==> src/rtl/serial_addsub_n_if.sv <==
// Request/result bundle for serial_addsub_n.
// The sub signal exists only when SERIAL_ADDSUB_SUB_EN is defined.
interface serial_addsub_n_if #(
  parameter int WIDTH = 8
);
  logic             start;
  logic [WIDTH-1:0] a;
  logic [WIDTH-1:0] b;
`ifdef SERIAL_ADDSUB_SUB_EN
  logic             sub;
`endif
  logic             busy;
  logic             done;
  logic [WIDTH-1:0] sum;
  logic             cout;
  logic             ovf;

  modport master (
`ifdef SERIAL_ADDSUB_SUB_EN
    output sub,
`endif
    output start, a, b,
    input  busy, done, sum, cout, ovf
  );

  modport slave (
`ifdef SERIAL_ADDSUB_SUB_EN
    input  sub,
`endif
    input  start, a, b,
    output busy, done, sum, cout, ovf
  );
endinterface

==> src/rtl/serial_addsub_n.sv <==
// Bit-serial WIDTH-bit adder/subtractor, LSB first, one full-adder slice.
// Subtract support (sub input) is built only when SERIAL_ADDSUB_SUB_EN is defined.
module serial_addsub_n #(
  parameter int WIDTH = 8,
  parameter int CNT_W = $clog2(WIDTH + 1)
) (
  input logic               clk,
  input logic               reset,
  serial_addsub_n_if.slave  bus
);

  typedef enum logic [1:0] {
    ST_IDLE  = 2'd0,
    ST_SHIFT = 2'd1,
    ST_DONE  = 2'd2
  } state_t;

  state_t             state_q, state_d;
  logic [WIDTH-1:0]   a_q, a_d;
  logic [WIDTH-1:0]   b_q, b_d;
  logic [WIDTH-2:0]   acc_q, acc_d;
  logic               carry_q, carry_d;
  logic [CNT_W-1:0]   cnt_q, cnt_d;
  logic [WIDTH-1:0]   sum_q, sum_d;
  logic               cout_q, cout_d;
  logic               ovf_q, ovf_d;
  logic               busy_q, busy_d;
  logic               done_q, done_d;

  logic               bit_s;
  logic               cnew_s;
  logic               last_s;
  logic [WIDTH-1:0]   acc_sh_s;

  // Full-adder slice on the current LSBs and the registered carry
  assign bit_s    = a_q[0] ^ b_q[0] ^ carry_q;
  assign cnew_s   = (a_q[0] & b_q[0]) | (a_q[0] & carry_q) | (b_q[0] & carry_q);
  assign last_s   = (cnt_q == CNT_W'(WIDTH - 1));
  assign acc_sh_s = {bit_s, acc_q};

  // Next-state and datapath control
  always_comb begin
    state_d = state_q;
    a_d     = a_q;
    b_d     = b_q;
    acc_d   = acc_q;
    carry_d = carry_q;
    cnt_d   = cnt_q;
    sum_d   = sum_q;
    cout_d  = cout_q;
    ovf_d   = ovf_q;
    case (state_q)
      ST_IDLE: begin
        if (bus.start) begin
          a_d     = bus.a;
`ifdef SERIAL_ADDSUB_SUB_EN
          b_d     = bus.sub ? ~bus.b : bus.b;
          carry_d = bus.sub;
`else
          b_d     = bus.b;
          carry_d = 1'b0;
`endif
          cnt_d   = {CNT_W{1'b0}};
          state_d = ST_SHIFT;
        end else begin
          state_d = ST_IDLE;
        end
      end
      ST_SHIFT: begin
        carry_d = cnew_s;
        a_d     = a_q >> 1;
        b_d     = b_q >> 1;
        acc_d   = acc_sh_s[WIDTH-1:1];
        cnt_d   = cnt_q + CNT_W'(1);
        if (last_s) begin
          // carry_q here is the carry into the MSB slice
          sum_d   = acc_sh_s;
          cout_d  = cnew_s;
          ovf_d   = carry_q ^ cnew_s;
          state_d = ST_DONE;
        end else begin
          state_d = ST_SHIFT;
        end
      end
      ST_DONE: begin
        state_d = ST_IDLE;
      end
      default: begin
        state_d = ST_IDLE;
      end
    endcase
    busy_d = (state_d != ST_IDLE);
    done_d = (state_d == ST_DONE);
  end

  // State and output registers with synchronous reset
  always_ff @(posedge clk) begin
    if (reset) begin
      state_q <= ST_IDLE;
      a_q     <= {WIDTH{1'b0}};
      b_q     <= {WIDTH{1'b0}};
      acc_q   <= {(WIDTH-1){1'b0}};
      carry_q <= 1'b0;
      cnt_q   <= {CNT_W{1'b0}};
      sum_q   <= {WIDTH{1'b0}};
      cout_q  <= 1'b0;
      ovf_q   <= 1'b0;
      busy_q  <= 1'b0;
      done_q  <= 1'b0;
    end else begin
      state_q <= state_d;
      a_q     <= a_d;
      b_q     <= b_d;
      acc_q   <= acc_d;
      carry_q <= carry_d;
      cnt_q   <= cnt_d;
      sum_q   <= sum_d;
      cout_q  <= cout_d;
      ovf_q   <= ovf_d;
      busy_q  <= busy_d;
      done_q  <= done_d;
    end
  end

  assign bus.busy = busy_q;
  assign bus.done = done_q;
  assign bus.sum  = sum_q;
  assign bus.cout = cout_q;
  assign bus.ovf  = ovf_q;

endmodule
==> src/flat_wrapper.sv <==
// flat-port wrapper written by rule: the top's interface ports become plain ports
module serial_addsub_n_flat 
#(
  parameter int WIDTH = 8,
  parameter int CNT_W = $clog2(WIDTH + 1)
)
  (clk, reset, bus_start, bus_a, bus_b, bus_busy, bus_done, bus_sum, bus_cout, bus_ovf);
  serial_addsub_n_if #(.WIDTH(WIDTH)) bus_i ();
  input logic clk;
  input logic reset;
  input wire logic [$bits(bus_i.start)-1:0] bus_start;
  input wire logic [$bits(bus_i.a)-1:0] bus_a;
  input wire logic [$bits(bus_i.b)-1:0] bus_b;
  output wire logic [$bits(bus_i.busy)-1:0] bus_busy;
  output wire logic [$bits(bus_i.done)-1:0] bus_done;
  output wire logic [$bits(bus_i.sum)-1:0] bus_sum;
  output wire logic [$bits(bus_i.cout)-1:0] bus_cout;
  output wire logic [$bits(bus_i.ovf)-1:0] bus_ovf;
  assign bus_i.start = bus_start;
  assign bus_i.a = bus_a;
  assign bus_i.b = bus_b;
  assign bus_busy = bus_i.busy;
  assign bus_done = bus_i.done;
  assign bus_sum = bus_i.sum;
  assign bus_cout = bus_i.cout;
  assign bus_ovf = bus_i.ovf;
  serial_addsub_n #(.WIDTH(WIDTH), .CNT_W(CNT_W)) u_core (.clk(clk), .reset(reset), .bus(bus_i));
endmodule
==> config.mk <==
export PLATFORM = sky130hd
export DESIGN_NAME = serial_addsub_n_flat
export DESIGN_NICKNAME = d
export VERILOG_FILES = /design/src/rtl/serial_addsub_n_if.sv /design/src/rtl/serial_addsub_n.sv /design/src/flat_wrapper.sv
export SDC_FILE = /design/constraint.sdc
export NUM_CORES = 1
export LEC_CHECK = 0
export CAP_MARGIN = 20
export CORE_MARGIN = 3
export CORE_UTILIZATION = 50
export DETAILED_ROUTE_END_ITERATION = 10
export HOLD_SLACK_MARGIN = 0.06
export PLACE_DENSITY = 0.81
export SLEW_MARGIN = 15
export SYNTH_ARGS = -nofsm -noshare
export SYNTH_HDL_FRONTEND = slang
export SYNTH_SLANG_ARGS = --single-unit
==> constraint.sdc <==
create_clock -name clk -period 1.5 [get_ports clk]
set_input_delay 0.3 -clock clk [delete_from_list [all_inputs] [get_ports clk]]
set_output_delay 0.3 -clock clk [all_outputs]
set_load 0.005 [all_outputs]
==> impl_metrics.prom, run 1 <==
# TYPE chip_impl_metric gauge
chip_impl_metric{name="cp_slowest_stage_delay",unit="ns"} 0.47
chip_impl_metric{name="stdcell_count",unit=""} 269
chip_impl_metric{name="gp_congestion",unit=""} 0.831
chip_impl_metric{name="clock_path_buffers",unit=""} 2
chip_impl_metric{name="floorplan.initialDensity",unit=""} 0.532
chip_impl_metric{name="ys_seq_area_frac",unit=""} 0.514
chip_impl_metric{name="coreArea",unit="sq mm"} 0.00308
chip_impl_metric{name="final_min_period_over_clock_period",unit=""} 0.951
chip_impl_metric{name="clock-sinks",unit=""} 42
chip_impl_metric{name="tightest_slew",unit="ns"} 0.425
chip_impl_metric{name="hpwl",unit="microns"} 2680
chip_impl_info{name="run_status",value="finished clean"} 1
chip_impl_metric{name="initial_antenna_violation_count",unit=""} 0
chip_impl_metric{name="dr.first_iter.drc_count",unit=""} 122
chip_impl_info{name="reg2reg_to",value="u_core.bus.ovf"} 1
chip_impl_metric{name="detail-route-antenna-nets",unit=""} 0
chip_impl_metric{name="power_density",unit="mW/mm^2"} 1070
chip_impl_metric{name="dp_worst_setup_slack",unit="ns"} -0.0642
chip_impl_metric{name="clk_latency",unit="ns"} 0.36
chip_impl_metric{name="io_buffer_count",unit=""} 30
chip_impl_info{name="crit_chain",value="inv_1, fa_1, xnor2_1, nand3_1, a21oi_2"} 1
chip_impl_metric{name="max_slew_margin",unit=""} 0.717
chip_impl_info{name="start_kind",value="flop"} 1
chip_impl_metric{name="finalWorstPathRequiredPeriod",unit="ns"} 1.43
chip_impl_metric{name="finalWirelength",unit="microns"} 3900
chip_impl_metric{name="rows",unit=""} 20
chip_impl_metric{name="io_pins",unit=""} 31
chip_impl_metric{name="vias",unit=""} 1510
chip_impl_metric{name="numPlacedInstances",unit=""} 260
chip_impl_metric{name="fp.dieW",unit="microns"} 63.2
chip_impl_metric{name="drc_errors",unit=""} 0
chip_impl_metric{name="reg2reg_setup_slack",unit="ns"} 0.07
chip_impl_metric{name="clock-skew-final",unit="ns"} 0.0160
chip_impl_metric{name="drive_above_1_share",unit=""} 0.182
chip_impl_metric{name="crit_path_max_fanout",unit=""} 3
chip_impl_metric{name="multi_input_comb_area",unit="sq um"} 707
chip_impl_metric{name="vias_per_cell",unit=""} 5.61
chip_impl_metric{name="critical_path_buf_inv_count",unit=""} 1
chip_impl_metric{name="timing.final.max_slew_violations",unit=""} 0
chip_impl_metric{name="global_route_wire_length_before_repair",unit="microns"} 6670
chip_impl_info{name="hp-class",value="flop to flop"} 1
chip_impl_metric{name="synth_fp_nets",unit=""} 207
chip_impl_metric{name="regArea",unit="sq um"} 856
chip_impl_metric{name="groute.usage.overall",unit=""} 0.208
chip_impl_metric{name="syn2layout_area_growth",unit="%"} 33.1
chip_impl_metric{name="fin_worst_hold_slack",unit="ns"} 0.457
chip_impl_info{name="critical-path-slowest-cell",value="sky130_fd_sc_hd__fa_1"} 1
chip_impl_info{name="crit_path_start",value="u_core.carry_q"} 1
chip_impl_info{name="commonest_cells_after_routing_fill_and_taps_aside",value="sky130_fd_sc_hd__dfxtp_1 (30), sky130_fd_sc_hd__a21oi_1 (28), sky130_fd_sc_hd__o21ai_0 (20)"} 1
chip_impl_metric{name="htree_num_levels",unit=""} 2
chip_impl_info{name="timing.hold.worst.start",value="u_core.acc_q[0]"} 1
chip_impl_metric{name="final_core_utilization",unit=""} 0.708
chip_impl_metric{name="synth.distinct_cells",unit=""} 33
chip_impl_metric{name="grt_max_degree",unit=""} 31
chip_impl_metric{name="cts-buffers-inserted",unit=""} 5
chip_impl_metric{name="die_height",unit="microns"} 63.2
chip_impl_metric{name="die_footprint",unit="sq mm"} 0.00400
chip_impl_metric{name="final.fill_count",unit=""} 255
chip_impl_metric{name="finalHoldViolations",unit=""} 0
chip_impl_metric{name="critPathRequiredTime",unit="ns"} 1.80
chip_impl_metric{name="gr-total-overflow",unit=""} 0
chip_impl_metric{name="setup_viol_count_final",unit=""} 0
chip_impl_metric{name="n_antenna_cell",unit=""} 0
chip_impl_metric{name="syn_area_per_cell",unit="sq um"} 8.80
chip_impl_metric{name="synth-warning-count",unit=""} 0
chip_impl_metric{name="cap_violations",unit=""} 0
chip_impl_metric{name="design.final.nets",unit=""} 245
chip_impl_metric{name="postSynthCellCount",unit=""} 186
chip_impl_metric{name="cp.arrival",unit="ns"} 1.73
chip_impl_info{name="most_common_library_cell_in_the_layout_ignoring_fill_and_taps",value="sky130_fd_sc_hd__dfxtp_1"} 1
chip_impl_metric{name="p_leak",unit="nW"} 0.884
chip_impl_metric{name="clock.fmax",unit="GHz"} 0.701
chip_impl_info{name="cp-end-kind",value="flop"} 1
chip_impl_info{name="grt_setup_unrepaired",value="true"} 1
chip_impl_info{name="rr_startpoint",value="u_core.carry_q"} 1
chip_impl_metric{name="worst_r2r_path_depth",unit=""} 5
chip_impl_info{name="worst-setup-path-type",value="flop to flop"} 1
chip_impl_info{name="timing.critical_path.to",value="u_core.bus.ovf"} 1
chip_impl_metric{name="ir_drop",unit="uV"} 791
chip_impl_metric{name="drt_pre_antenna_iters",unit=""} 4
chip_impl_metric{name="first_global_vias",unit=""} 1477
chip_impl_metric{name="crit_cells",unit=""} 5
chip_impl_info{name="root_buffer",value="sky130_fd_sc_hd__clkbuf_4"} 1
chip_impl_metric{name="synthesis.area",unit="sq mm"} 0.00164
chip_impl_info{name="cts_tree",value="done"} 1
chip_impl_metric{name="setup_slack",unit="ns"} 0.0729
chip_impl_metric{name="post_drt_wl_per_cell",unit="microns"} 14.5
chip_impl_metric{name="synth-seq-cells",unit=""} 42
chip_impl_info{name="cpLargestDelayFamily",value="adder cells"} 1
chip_impl_metric{name="clk_transition_reported_paths",unit="ns"} 0.14
-- cells by family (layout without fill, tap and decap cells) --
| kind of cell | count (synthesis) | in the layout | share of synthesized area |
|---|---|---|---|
| flops | 42 | 42 | 0.514 |
| fa+ha+maj | 2 | 2 | 0.0199 |
| mux | 1 | 1 | 0.00612 |
| simple gates | 43 | 43 | 0.125 |
| xor+xnor | 1 | 1 | 0.00535 |
| buf+inv | 21 | 60 | 0.0581 |
| compound gates | 76 | 76 | 0.271 |
-- layout make-up --
type | count | area share
inverter | 6 | 0.0115
multi-input combinational | 123 | 0.325
sequential | 42 | 0.393
clock buffer | 5 | 0.0172
clock inverter | 3 | 0.0316
tap | 44 | 0.0253
timing repair buffer | 46 | 0.197
-- power breakdown --
| group | internal (mW) | switching, mW | total (mW) |
|---|---|---|---|
| Combinational | 0.128 | 0.114 | 0.242 |
| Sequential | 1.16 | 0.0288 | 1.19 |
| Clock | 0.521 | 0.378 | 0.899 |
| Total | 1.81 | 0.521 | 2.33 |
-- registers in the layout (all words and copies together) (netlist names) --
register / cells
u_core.state_q: 2
u_core.acc_q: 7
u_core.a_q: 8
u_core.bus.done: 1
u_core.carry_q: 1
u_core.bus.busy: 1
u_core.bus.cout: 1
u_core.bus.ovf: 1
u_core.bus.sum: 8
u_core.cnt_q: 4
u_core.b_q: 8
-- worst register-to-register path: stages (launching register included) --
cell and delay [ns]:
sky130_fd_sc_hd__dfxtp_2 0.36, sky130_fd_sc_hd__inv_1 0.06, sky130_fd_sc_hd__fa_1 0.47, sky130_fd_sc_hd__xnor2_1 0.16, sky130_fd_sc_hd__nand3_1 0.15, sky130_fd_sc_hd__a21oi_2 0.18
-- synth_stat cells, drive strengths merged --
master	n	area [sq um]
nand2b	2	12.5
nor3	4	20.0
fa	1	20.0
buf	4	28.8
o21bai	1	11.3
o21ai	20	100
and4b	1	10.0
a211oi	3	22.5
nor2	9	33.8
a221oi	2	17.5
a22oi	3	22.5
nor3b	1	7.51
inv	6	25.0
xnor2	1	8.76
clkbuf	11	41.3
nor2b	1	6.26
o211a	1	10.0
nand4b	1	8.76
a31oi	1	6.26
a21oi	29	145
dfxtp	42	841
nand3	10	50.1
or4	1	7.51
a2bb2oi	1	8.76
mux2i	1	10.0
ha	1	12.5
o2bb2ai	1	8.76
nand2	13	48.8
o21ba	1	10.0
o22ai	13	81.3
-- routing by layer --
metal / track usage / vias up / part of all wire
li1: - / 744 / -
met1: 0.242 / 712 / 0.41
met2: 0.366 / 47 / 0.52
met3: 0.0535 / 7 / 0.051
met4: 0.0755 / 0 / 0.016
met5: 0 / - / 0
-- metrics by stage --
step | setup TNS, ns | cell area, sq um | total power [mW]
6_report | 0 | 2180 | 2.33
5_1_grt | -0.0157 | 2180 | 2.43
4_1_cts | 0 | 2150 | 2.35
3_5_place_dp | -0.105 | 2050 | 1.45
3_3_place_gp | 0 | 2050 | 1.44
2_1_floorplan | 0 | 1640 | 1.34
-- how the worst min path moves through the flow --
stage                   endpoint  slack [ns]  cells past startpoint
6_report       u_core.bus.sum[0]        0.46                      2
5_1_grt        u_core.bus.sum[0]        0.48                      2
4_1_cts        u_core.bus.sum[0]        0.47                      2
3_5_place_dp     u_core.acc_q[0]        0.46                      2
3_3_place_gp     u_core.acc_q[0]        0.44                      2
2_1_floorplan    u_core.acc_q[0]        0.44                      2
-- repair_timing --
item,in CTS,in global routing
gates cloned,0,0
gates resized for setup,19,7
pin swaps,0,0
endpoints found under the setup margin,11,5
setup buffers,0,1
hold buffers,0,0
No activity file was read; power rests on OpenSTA's default activity.
==> inputs of run 2 (changes only) <==
--- a/config.mk
+++ b/config.mk
@@ -6,7 +6,6 @@
 export NUM_CORES = 1
 export LEC_CHECK = 0
 export CAP_MARGIN = 20
-export CORE_MARGIN = 3
 export CORE_UTILIZATION = 50
 export DETAILED_ROUTE_END_ITERATION = 10
 export HOLD_SLACK_MARGIN = 0.06
==> impl_metrics.prom, run 2 (same netlist as run 1, synthesis figures left out) <==
# TYPE chip_impl_metric gauge
chip_impl_metric{name="p_clk_frac",unit=""} 0.291
chip_impl_info{name="reg2reg_to",value="u_core.bus.sum[3]"} 1
chip_impl_metric{name="power.share.sequential",unit=""} 0.595
chip_impl_metric{name="power_density",unit="mW/mm^2"} 952
chip_impl_metric{name="die_footprint",unit="sq mm"} 0.00351
chip_impl_info{name="crit_path_start",value="u_core.cnt_q[0]"} 1
chip_impl_metric{name="cp_slowest_stage_delay",unit="ns"} 0.39
chip_impl_info{name="root_buffer",value="sky130_fd_sc_hd__clkbuf_4"} 1
chip_impl_info{name="run_status",value="finished clean"} 1
chip_impl_metric{name="power.combinational.fraction",unit=""} 0.115
chip_impl_metric{name="dr.first_iter.drc_count",unit=""} 86
chip_impl_metric{name="gp_congestion",unit=""} 0.760
chip_impl_metric{name="clock_path_buffers",unit=""} 2
chip_impl_info{name="crit_chain",value="ha_1, and4b_2, buf_4, nand3_1, a21oi_1"} 1
chip_impl_metric{name="drive_above_1_share",unit=""} 0.158
chip_impl_metric{name="numPlacedInstances",unit=""} 257
chip_impl_info{name="cts_tree",value="done"} 1
chip_impl_info{name="rr_startpoint",value="u_core.cnt_q[0]"} 1
chip_impl_metric{name="total_power",unit="mW"} 2.00
chip_impl_metric{name="first_global_vias",unit=""} 1384
chip_impl_metric{name="cts-hold-fix-buffers",unit=""} 0
chip_impl_metric{name="finalWirelength",unit="microns"} 3540
chip_impl_metric{name="syn2layout_area_growth",unit="%"} 28.4
chip_impl_metric{name="reg2reg_setup_slack",unit="ns"} 0.08
chip_impl_metric{name="cts-buffers-inserted",unit=""} 5
chip_impl_metric{name="coreArea",unit="sq mm"} 0.00308
chip_impl_metric{name="io_pins",unit=""} 31
chip_impl_metric{name="clock.fmax",unit="GHz"} 0.705
chip_impl_metric{name="setup_viol_count_final",unit=""} 0
chip_impl_metric{name="design.final.nets",unit=""} 242
chip_impl_info{name="critical-path-slowest-cell",value="sky130_fd_sc_hd__dfxtp_1"} 1
chip_impl_metric{name="clock-skew-final",unit="ns"} 0.0142
chip_impl_metric{name="groute.usage.overall",unit=""} 0.224
chip_impl_metric{name="io_buffer_count",unit=""} 30
chip_impl_metric{name="finalWorstPathRequiredPeriod",unit="ns"} 1.42
chip_impl_metric{name="worst_r2r_path_depth",unit=""} 5
chip_impl_info{name="commonest_cells_after_routing_fill_and_taps_aside",value="sky130_fd_sc_hd__dfxtp_1 (32), sky130_fd_sc_hd__a21oi_1 (29), sky130_fd_sc_hd__o21ai_0 (20)"} 1
chip_impl_metric{name="cap_violations",unit=""} 0
chip_impl_info{name="grt_setup_unrepaired",value="false"} 1
chip_impl_metric{name="fin_worst_hold_slack",unit="ns"} 0.477
chip_impl_metric{name="crit_path_max_fanout",unit=""} 6
chip_impl_metric{name="floorplan.initialDensity",unit=""} 0.532
chip_impl_metric{name="min_path_cells",unit=""} 2
chip_impl_info{name="cpLargestDelayFamily",value="simple AND/OR/NAND/NOR gates"} 1
chip_impl_info{name="hp-class",value="flop to flop"} 1
chip_impl_metric{name="drc_errors",unit=""} 0
chip_impl_metric{name="htree_num_levels",unit=""} 2
chip_impl_metric{name="ir_drop",unit="uV"} 558
chip_impl_metric{name="dpl-instance-area",unit="sq mm"} 0.00202
chip_impl_info{name="worst-setup-path-type",value="flop to flop"} 1
chip_impl_metric{name="gr-total-overflow",unit=""} 0
chip_impl_metric{name="detail-route-antenna-nets",unit=""} 0
chip_impl_metric{name="post_drt_wl_per_cell",unit="microns"} 13.3
chip_impl_metric{name="critical_path_buf_inv_count",unit=""} 1
chip_impl_metric{name="clk_latency",unit="ns"} 0.36
chip_impl_metric{name="final_core_utilization",unit=""} 0.683
chip_impl_metric{name="finalHoldViolations",unit=""} 0
chip_impl_metric{name="clk_transition_reported_paths",unit="ns"} 0.14
chip_impl_metric{name="fp.dieW",unit="microns"} 59.2
chip_impl_info{name="timing.hold.worst_endpoint",value="u_core.bus.sum[0]"} 1
chip_impl_metric{name="timing.final.max_slew_violations",unit=""} 0
chip_impl_info{name="cp-end-kind",value="flop"} 1
chip_impl_metric{name="p_leak",unit="nW"} 0.834
chip_impl_metric{name="die_height",unit="microns"} 59.2
chip_impl_metric{name="initial_antenna_violation_count",unit=""} 0
chip_impl_metric{name="vias",unit=""} 1507
chip_impl_metric{name="tightest_slew",unit="ns"} 0.527
chip_impl_metric{name="power_switching_share",unit=""} 0.264
chip_impl_metric{name="grt_max_degree",unit=""} 31
chip_impl_metric{name="vias_per_cell",unit=""} 5.67
chip_impl_metric{name="post_route_cell_area",unit="sq mm"} 0.00210
chip_impl_metric{name="drt_pre_antenna_iters",unit=""} 4
chip_impl_metric{name="clock-sinks",unit=""} 42
chip_impl_info{name="start_kind",value="flop"} 1
chip_impl_metric{name="critPathRequiredTime",unit="ns"} 1.80
chip_impl_metric{name="stdcell_count",unit=""} 266
chip_impl_metric{name="cp.arrival",unit="ns"} 1.72
chip_impl_info{name="timing.hold.worst.start",value="u_core.acc_q[0]"} 1
chip_impl_metric{name="final_min_period_over_clock_period",unit=""} 0.946
chip_impl_metric{name="n_antenna_cell",unit=""} 0
chip_impl_info{name="most_common_library_cell_in_the_layout_ignoring_fill_and_taps",value="sky130_fd_sc_hd__dfxtp_1"} 1
chip_impl_metric{name="rows",unit=""} 20
chip_impl_metric{name="max_slew_margin",unit=""} 0.648
chip_impl_metric{name="p_int",unit="mW"} 1.47
chip_impl_metric{name="p_sw",unit="mW"} 0.527
chip_impl_metric{name="hpwl",unit="microns"} 2590
chip_impl_metric{name="global_route_wire_length_before_repair",unit="microns"} 5800
-- run 2: cell types whose count changed in the layout (fill, tap and decap cells not counted), moves of 2 or more --
cell / previous run / this run
sky130_fd_sc_hd__buf_4: 15 / 12
sky130_fd_sc_hd__bufinv_16: 2 / 0
sky130_fd_sc_hd__dfxtp_1: 30 / 32
sky130_fd_sc_hd__dfxtp_2: 12 / 10
-- run 2: per-stage QoR --
step / TNS [ns] / setup WS (ns)
6_report: 0 / 0.0811
3_3_place_gp: -0.0994 / -0.0522
2_1_floorplan: 0 / 0.213
5_1_grt: 0 / 0.00706
4_1_cts: 0 / 0.00800
3_5_place_dp: -0.0290 / -0.0290
-- run 2: routing by layer --
layer,global-route usage,share of wire,vias to the layer above
met2,0.403,0.50,41
met3,0.0611,0.045,9
li1,-,-,741
met5,0,0,-
met4,0.102,0.022,0
met1,0.243,0.43,716
-- run 2: how the worst max path moves through the flow --
stage	slack [ns]	end	cells past startpoint
after floorplan	0.21	u_core.bus.ovf	5
after global placement	-0.05	u_core.b_q[7]	4
after detailed placement	-0.03	u_core.b_q[6]	5
after CTS	0.008	bus_sum[0]	1
after global routing	0.007	u_core.bus.ovf	5
final	0.08	u_core.bus.sum[3]	5
-- run 2: repair_timing --
action	4_1_cts	5_1_grt
setup buffers	1	0
setup endpoints to repair	11	9
gates resized for setup	20	3
-- run 2: cell type report --
class	count	area [sq um]
Clock buffer	5	37.5
Clock inverter	3	25.0
Fill cell	266	977
Inverter	6	25.0
Multi-Input combinational cell	123	702
Sequential cell	42	853
Tap cell	44	55.1
Timing Repair Buffer	43	403
-- run 2: power by group through the flow --
| stage | sequential (mW) | clock [mW] | combinational, mW |
|---|---|---|---|
| final | 1.19 | 0.581 | 0.230 |
| after global routing | 1.19 | 0.637 | 0.254 |
| after CTS | 1.19 | 0.595 | 0.230 |
| after detailed placement | 1.21 | 0 | 0.229 |
| after global placement | 1.21 | 0 | 0.223 |
| after floorplan | 1.21 | 0 | 0.136 |
-- run 2: tightest hold or removal path: stages, from the launching register on --
cell and delay [ns]:
sky130_fd_sc_hd__dfxtp_1 0.34, sky130_fd_sc_hd__nand3_1 0.06, sky130_fd_sc_hd__a21oi_1 0.05
==> inputs of run 3 (changes only) <==
--- a/config.mk
+++ b/config.mk
@@ -8,7 +8,7 @@
 export CAP_MARGIN = 20
 export CORE_UTILIZATION = 50
 export DETAILED_ROUTE_END_ITERATION = 10
-export HOLD_SLACK_MARGIN = 0.06
+export HOLD_SLACK_MARGIN = 0.15
 export PLACE_DENSITY = 0.81
 export SLEW_MARGIN = 15
 export SYNTH_ARGS = -nofsm -noshare
==> results of run 3 <==
The final DEF is identical to that of run 2; final timing and power are the same.
==> variant (config.mk and constraints of run 3) <==
The 3 states of `state_t` get a one-hot encoding in 3 bits.
--- a/src/rtl/serial_addsub_n.sv
+++ b/src/rtl/serial_addsub_n.sv
@@ -9,10 +9,10 @@
   serial_addsub_n_if.slave  bus
 );
 
-  typedef enum logic [1:0] {
-    ST_IDLE  = 2'd0,
-    ST_SHIFT = 2'd1,
-    ST_DONE  = 2'd2
+  typedef enum logic [2:0] {
+    ST_IDLE  = 3'b001,
+    ST_SHIFT = 3'b010,
+    ST_DONE  = 3'b100
   } state_t;
 
   state_t             state_q, state_d;
Formal check against the unedited RTL: same outputs for any inputs over 10 cycles, from zero or initial values and one cycle with reset high; not proved beyond that.
==> variant against run 3 <==
- worst setup slack worse by 23 ps
- global-route usage is 2.1 points lower
- design area is 9.4% higher
- core utilization decreased by 0.96 points
- routed wire length is 2.9% higher
- area after synthesis grew 12%
- power grew 3.3%
- sequential cell count grew 1
- critical endpoint is now bus_busy
- highest routed layer unchanged
==> variant: results <==
metrics = {
    "synth": {
        "syn_nets": 227,
        "yosys-top-cells-area": "dfxtp_1 (47%), nand2_1 (8.8%), a21oi_1 (5.7%)",
        "yosys-top-cells-count": "dfxtp_1 (43), nand2_1 (43), a21oi_1 (21), nor2_1 (17), nand3_1 (12)",
        "synth_top_area_share_pct": 46.9,
        "ys_types": 30,
    },
    "setup_path": {
        "reg2regPathDepth": 4,
        "cp_max_fo": 1,
        "path_delay_family": "buffers and inverters",
        "cp_slowest_cell": "clkdlybuf4s50_1",
        "slowest_delay_ps": 480,
    },
    "route": {
        "vias": 1563,
        "drt-initial-drc-count": 103,
        "routedWlPerCell_um": 12.9,
        "finalWirelength_um": 3640,
    },
    "global_routing": {
        "grt_pass1_vias": 1452,
        "grt_pass1_wl_um": 6330,
        "grt_max_degree": 43,
    },
    "timing": {
        "relSlewSlack_pct": 82.8,
        "holdWs_ps": 470,
    },
    "cells_and_area": {
        "fillers": 295,
        "nets": 256,
        "drive_above_1_share_pct": 16.5,
    },
    "place": {
        "dp.cells": 272,
        "place_hpwl_um": 2350,
    },
    "run_status": {
        "status": "completed",
    },
    "cts": {
        "path_clk_slew_ps": 110,
    },
    "power_and_ir_drop": {
        "leakagePower_nw": 0.992,
    },
}
[variant: worst paths after layout]
check | end
worst max register to register | u_core.bus.cout
worst min-delay path | u_core.acc_q[0]
worst max-delay path | bus_busy
worst min register to register | u_core.acc_q[0]
[variant: final cells by class]
| cell class | count | area (um^2) | share of cell area [%] |
|---|---|---|---|
| clock buffer | 8 | 68.8 | 2.99 |
| timing repair buffer | 41 | 464 | 20.2 |
| multi-input combinational | 140 | 820 | 35.7 |
| tap | 46 | 57.6 | 2.50 |
| sequential | 43 | 873 | 38.0 |
| inverter | 4 | 15.0 | 0.653 |
[variant: logic make-up (layout without fill, tap and decap cells)]
group / Yosys count / after routing / share of synthesized area, %
flops: 43 / 43 / 46.9
buf+inv: 23 / 53 / 8.59
simple gates: 85 / 85 / 21.4
fa+ha+maj: 2 / 2 / 1.77
compound gates: 50 / 50 / 19.8
xor+xnor: 1 / 1 / 0.478
mux: 2 / 2 / 1.09
[variant: power by group]
| part | switching (mW) | internal [mW] |
|---|---|---|
| logic | 0.114 | 0.126 |
| clock network | 0.343 | 0.276 |
| registers | 0.0248 | 1.18 |
| total | 0.481 | 1.59 |
[variant: stage by stage]
| step | cell area [um^2] | total power, mW | setup WS, ps |
|---|---|---|---|
| floorplan | 1830 | 1.38 | 184 |
| global placement | 2170 | 1.47 | -63.5 |
| detailed placement | 2170 | 1.47 | -131 |
| CTS | 2240 | 2.08 | 0.903 |
| global route | 2300 | 2.17 | -33.1 |
| finish | 2300 | 2.07 | 58.3 |
[variant: routing by layer]
| layer | vias to the layer above | part of all wire (%) | GRT usage [%] |
|---|---|---|---|
| met2 | 30 | 50 | 34.4 |
| met5 | - | 0 | 0 |
| met3 | 7 | 3.4 | 4.56 |
| met1 | 752 | 45 | 24.4 |
| met4 | 0 | 1.5 | 9.30 |
| li1 | 774 | - | - |
[variant: timing repair]
item | in CTS | in global routing
buffers inserted | 0 | 2
gates resized for setup | 1 | 25
endpoints found under the setup margin | 1 | 21
pin swaps | 0 | 0
